## config.mk

```make
export PLATFORM = sky130hd
export DESIGN_NAME = fetch_cycle
export DESIGN_NICKNAME = d
export VERILOG_FILES = /design/src/rtl/fetch_cycle.sv
export SDC_FILE = /design/constraint.sdc
export NUM_CORES = 1
export LEC_CHECK = 0
export CAP_MARGIN = 20
export CORE_MARGIN = 1.5
export CORE_UTILIZATION = 51
export DETAILED_ROUTE_END_ITERATION = 16
export HOLD_SLACK_MARGIN = 0.02
export PLACE_DENSITY = 0.87
export SETUP_SLACK_MARGIN = 0.05
export SYNTH_ARGS = -nofsm -noshare
export SYNTH_HDL_FRONTEND = slang
export SYNTH_SLANG_ARGS = --single-unit
```

## constraint.sdc

```tcl
create_clock -name clk -period 5 [get_ports clk]
set_input_delay 0.75 -clock clk [delete_from_list [all_inputs] [get_ports clk]]
set_output_delay 0.75 -clock clk [all_outputs]
set_load 0.1 [all_outputs]
```

## src/rtl/fetch_cycle.sv

```systemverilog
// Fetch stage and F-D pipeline buffer: owns the PC, drives instruction memory,
// and applies load-use stalls and taken-branch redirects with debug counters.
module fetch_cycle #(
    parameter logic [31:0] RESET_PC = 32'h0000_0000,
    parameter logic [31:0] NOP_WORD = 32'h6800_0000
) (
    input  logic        clk,
    input  logic        rst,
    input  logic        add_stall,
    input  logic        isbranch_taken_E,
    input  logic [31:0] branch_pc_E,
    output logic [31:0] imem_addr,
    input  logic [31:0] imem_rdata,
    output logic [31:0] pc_D,
    output logic [31:0] instruction_D,
    output logic        valid_D,
    output logic [31:0] fetch_count,
    output logic [31:0] stall_count,
    output logic [31:0] flush_count
);

    typedef enum logic {BOOT, RUN} mode_t;

    mode_t       mode_q, mode_n;
    logic [31:0] pc_f;
    logic [31:0] pc_d;
    logic [31:0] instr_d;
    logic        valid_d;
    logic        redirect;
    logic        hold;

    always_ff @(posedge clk) begin
        if (rst) mode_q <= BOOT;
        else     mode_q <= mode_n;
    end

    // In BOOT, E only holds the reset bubble, so its stall/redirect are ignored.
    always_comb begin
        mode_n   = RUN;
        redirect = 1'b0;
        hold     = 1'b0;
        if (mode_q == RUN) begin
            redirect = isbranch_taken_E;
            hold     = add_stall && !isbranch_taken_E;
        end
    end

    always_ff @(posedge clk) begin
        if (rst) begin
            pc_f        <= RESET_PC;
            pc_d        <= 32'h0;
            instr_d     <= NOP_WORD;
            valid_d     <= 1'b0;
            fetch_count <= 32'h0;
            stall_count <= 32'h0;
            flush_count <= 32'h0;
        end else if (redirect) begin
            pc_f        <= branch_pc_E;
            pc_d        <= 32'h0;
            instr_d     <= NOP_WORD;
            valid_d     <= 1'b0;
            flush_count <= flush_count + 32'd1;
        end else if (hold) begin
            stall_count <= stall_count + 32'd1;
        end else begin
            pc_d        <= pc_f;
            instr_d     <= imem_rdata;
            valid_d     <= 1'b1;
            pc_f        <= pc_f + 32'd4;
            fetch_count <= fetch_count + 32'd1;
        end
    end

    assign imem_addr     = pc_f;
    assign pc_D          = pc_d;
    assign instruction_D = instr_d;
    assign valid_D       = valid_d;

endmodule

```

After elaboration in Yosys (flattened, before gate mapping)
Cells that the tools add are included.
Cells by class
  $add $sub $neg: 4
  equality and inequality tests: 1
  multiplexer cells: 5
  bitwise operators: 2
  reductions and logical operators: 5
Operators with widths (number)
  adder 32 x 1 -> 32 bit, second input constant: 3
  two-way mux 32 bit: 2
  adder 32 x 3 -> 32 bit, second input constant: 1
  AND reduction 2 bit: 2
  two-way mux 1 bit: 3
  != test 2 bit, second input constant: 1
  inverter 1 bit: 2
  OR reduction 2 bit: 1
  logical AND 1 bit: 1
  logical NOT 1 bit: 1
Word-level totals
  flip-flop bits (word level): 194
  input bits: 68
  output and inout port bits: 193
  word-level logic and storage cells: 25

Depth between registers and ports, before layout
  word-level depth: 5
  depth in mapped cells: 8

Least setup slack after synthesis
OpenSTA, ideal clock, no wires.
  path type: flip-flop to flip-flop
  start point: reg pc_f[2] (netlist: imem_addr[2])
  end point: reg pc_f[24] (netlist: imem_addr[24])
  library setup time: 75 ps
  arrival: 2666 ps
  required time: 4925 ps
  path slack: 2259 ps
  stages on the path, launching flop included: 7
  buffers on the path: 0
  clock period less this slack: 2741 ps
  path through: dfxtp_1 > ha_1 > nand3_2 > nor4_4 > nand3_1 > or3_1 > a31oi_1
Between the ends
  cells in the longest elaborated chain, start to end: 3
RTL lines
  from (decl): line 25  | logic [31:0] pc_f;
  from (signal assigned): line 58  | pc_f <= branch_pc_E;
  from (signal assigned): line 69  | pc_f <= pc_f + 32'd4;
  adder 32 x 3 -> 32 bit: line 69
  two-way mux 32 bit: line 63  | end else if (hold) begin
  two-way mux 32 bit: line 57  | end else if (redirect) begin
No other way between the ends. The select of a mux whose other input is x is not followed.
A chain may end at the register's enable or synchronous reset.

Worst setup path in the final report
  start point: in isbranch_taken_E
  end point: reg pc_f[27] (netlist: imem_addr[27])
Between the ends
  cells in the longest elaborated chain, start to end: 4
  elaborated cells on any way between the ends: 6
  classes of those cells: eq/ne (1); mux (3); reduce/logical (2)
RTL lines
  from (decl): line 10  | input logic isbranch_taken_E,
  logical NOT 1 bit: line 44  | hold = add_stall && !isbranch_taken_E;
  logical AND 1 bit: line 44
  two-way mux 1 bit: line 42  | if (mode_q == RUN) begin
  != test 2 bit (no line)
Several ways; a longest one is shown, not always the timed one.

==> results.md <==
* Status: finished clean
* Worst setup slack before clock tree synthesis at 1408 ps
* First-pass GRT wire length at 39720 um
* Worst Tran Pin Value at between 1000 and 1500 ps
* Min-delay src: pc_D[17]$_SDFFE_PP0N_
* Largest fanout on the critical path at 43
* Fraction of power spent switching nets at 0.3005
* Leakage dissipation at 3.899 nW
* Critical Path Source Type: input port
* Floorplan die width at 131.5 um
* Floorplan die area at 17290 um2
* Number of nets at the end of the flow at 1344
* Total clock buffers created by CTS at 17
* Number of detailed-routing iterations run before antenna repair at 5
* Required time of the critical path at 5280 ps
* Filler cell count in the final layout at around 1300
* Category of the worst setup path capture point: flop
* Mapped Nets at 1121
* Detailed placer's ending HPWL at 17140 um
* Average instance area after synthesis at 8.026 um2
* Worst hold path depth at 2
* Flops & latches, synth at 194
* R2R Setup Slk at 2250 ps
* Share of synthesized area occupied by flip-flops and latches at 0.4613
* Reported net switching power at about 1.1 mW
* Worst-Skew Late Latency at 430 ps
* Fin crit share at 0.6482
* CTS Root Cell: clkbuf_16
* Post-synthesis cell type with the largest combined area: dfxtp_1
* Final weighted congestion in routability-driven placement at 0.8731
* Post-Route Hold Slack at 452.5 ps
* Wire length per cell at 16.43 um
* Combinational cell fraction of total power at 0.167
* Most common cell after layout, fill and taps aside: clkdlybuf4s50_1
* IO Count at 261
* Commonest cells after routing, fill and taps aside: clkdlybuf4s50_1 (259), nand2_1 (199), dfxtp_1 (194)
* Multi-input gate area at 4220 um2
* Portion of synthesized cell area occupied by the leading cell type at 0.4613
* Vias after detailed routing at between 8000 and 9000
* Number of unique standard cell types used by synthesis at 57
* Total congestion overflow after global routing at 0
* Count of unresolved DRC violations after routing at 0
* Number of global-route vias before repair at 7909
* Setup total negative slack at 0 ps
* End of the worst hold path: pc_D[17]$_SDFFE_PP0N_
* Count of instances resized after the clock tree is built at 0
* Maximum level of the CTS H-tree at 4
* Worst slew margin at 0.2676
* Vias per inst at between 5 and 6
* Worst IR drop on VDD at 0.0002402 V
* Number of buffers added to fix hold violations after cts at 0
* Vertical die dimension at ~130 um
* Share of flip-flops with an asynchronous set or reset at 0
* Pwr dens at between 300 and 400 nW/um2
* Fin crit period at roughly 3200 ps
* Critical path type: in2reg
* Pin count of the biggest net entering global routing at 83
* Standard-cell rows at 46
* Peak clock frequency supported by timing at ~310 MHz
* Number of antenna violations at the first check in global routing at 0
* Placeable core area at around 16000 um2
* Main area contributors after synthesis: dfxtp_1 (46%), nand2_1 (8.9%), xnor2_1 (6.8%), a21oi_1 (5.3%), nor2_1 (5.0%)
* Sum of routed wire length over all layers at 24630 um
* Max Transition Viols Final at 0
* Synthesized cell area at 8419 um2
* Post-Synthesis Cells at 1049
* Proportion of power drawn by flip-flops and latches at 0.452
* Area growth syn-to-layout at 38.95%
* Area occupied by registers at 3884 um2
* Max_cap viols at 0
* Clock Sink Count at roughly 190
* Critical register-to-register path startpoint: mode_q$_DFF_P_
* Antenna cells at 0
* Relative contribution of the clock network to total power at 0.381
* Predominant post-synthesis flop cell: dfxtp_1
* Worst Skew at 8.093 ps
* Crit path arrival time at 3520 ps
* Number of port buffers at 260
* Register clock-pin slew on the reported worst setup and hold paths at 70 ps
* Post-CTS setup buffer count at 0
* Yosys synthesis warning count at 0
* Initial core utilization at 0.5262
* Class of the tightest hold or removal check: reg2reg
* Cell-internal power at 2.535 mW
* Count of flip-flops with a built-in enable after synthesis at 0
* Post-route ant nets at 0
* Share of cells above drive strength 1 at 0.03741
* Count of routing violations after the opening detailed-route iteration at 627
* Deepest clock path buffer count at 2
* Smallest setup slack after layout at 1759 ps
* CTS tree: done
* Cell depth of the worst flop-to-flop path at 5
* Unrepaired setup endpoints after global routing: false
* Final Hold Vio Count at 0
* Setup violators final at 0
* Global router's overall resource usage at 0.2785
* Worst flop-to-flop path endpoint: imem_addr[27]$_SDFFE_PP0N_
==> synthesized netlist by cell type, types with 2 or more instances <==
master / n
nand2_1: 200
dfxtp_1: 194
nor2_1: 112
a21oi_1: 89
xnor2_1: 65
clkbuf_1: 57
nand3_1: 53
nor3_1: 33
nand4_1: 28
o21ai_0: 27
nor4_1: 22
inv_1: 21
and4_1: 18
xor2_1: 17
or3_1: 14
a211oi_1: 11
a22oi_1: 7
and2_1: 7
and3_1: 7
a31oi_1: 6
a311oi_1: 5
buf_2: 4
ha_1: 4
a221oi_1: 3
mux2i_1: 3
o211ai_1: 3
or4_1: 3
a22o_1: 2
a32oi_1: 2
buf_1: 2
nor3b_1: 2
nor4_2: 2
o22ai_1: 2
==> worst max-delay path, cell delays in order <==
cell and delay [ps]:
clkdlybuf4s50_1 860, nand2_1 500, buf_4 370, nand2_2 400, buf_4 500, o22ai_1 120
==> cell families after synthesis <==
| family | synth area share |
|---|---|
| and+or+nand+nor | 0.2859 |
| adders and majority gates | 0.005945 |
| DFF | 0.4613 |
| AOI/OAI and AO/OA | 0.1193 |
| muxes | 0.003567 |
| xor gates and xnor gates | 0.08530 |
| buffers and inverters | 0.03864 |
==> area by class of cell <==
| type | instances | area share |
|---|---|---|
| multi-input combinational | 770 | 0.3607 |
| sequential | 194 | 0.3320 |
| inverter | 21 | 0.006738 |
| timing repair buffer | 268 | 0.2274 |
| tap | 216 | 0.02310 |
| clock buffer | 19 | 0.03701 |
| clock inverter | 11 | 0.01305 |
==> sequential cells by signal (all words and copies together) (netlist names) <==
name,flops
fetch_count,32
flush_count,32
imem_addr,32
instruction_D,32
pc_D,32
stall_count,32
mode_q,1
valid_D,1
==> power groups by stage <==
stage / combinational, mW / clock [mW] / sequential [mW]
after floorplan: 0.119 / 0 / 1.97
after global placement: 0.598 / 0 / 1.67
after detailed placement: 0.602 / 0 / 1.67
after CTS: 0.604 / 1.39 / 1.64
after global routing: 0.632 / 1.46 / 1.64
final: 0.605 / 1.38 / 1.64
==> worst max path at each step <==
stage               cells after the start                 startpoint  slack (ps)                         end
global placement                        6           isbranch_taken_E        1500  imem_addr[29]$_SDFFE_PP0N_
detailed placement                      6           isbranch_taken_E        1410  imem_addr[27]$_SDFFE_PP0N_
CTS                                     6           isbranch_taken_E        1850  imem_addr[27]$_SDFFE_PP0N_
global route                            6           isbranch_taken_E        1630  imem_addr[29]$_SDFFE_PP0N_
finish                                  6           isbranch_taken_E        1760  imem_addr[27]$_SDFFE_PP0N_
floorplan                               6  imem_addr[2]$_SDFFE_PP0N_        2260  imem_addr[24]$_SDFFE_PP0N_
==> per-layer routing <==
| layer | wire (um) | global-route usage | vias up | share of wire |
|---|---|---|---|---|
| li1 | - | - | 4069 | - |
| met1 | 9876 | 0.3378 | 3979 | 0.40 |
| met2 | 12020 | 0.4626 | 354 | 0.49 |
| met3 | 2176 | 0.08565 | 38 | 0.088 |
| met4 | 556 | 0.1062 | 0 | 0.023 |
| met5 | 0 | 0 | - | 0 |
==> through the flow <==
step | power, mW | std cells | utilization | instance area, um2
final | 3.624 | 1499 | 0.7312 | 11700
after global routing | 3.740 | 1499 | 0.7312 | 11700
after CTS | 3.635 | 1499 | 0.7312 | 11700
after detailed placement | 2.274 | 1469 | 0.6946 | 11110
after global placement | 2.269 | 1469 | 0.6946 | 11110
after floorplan | 2.092 | 1049 | - | 8419
Note: power is estimated with default switching activity, not from simulation.
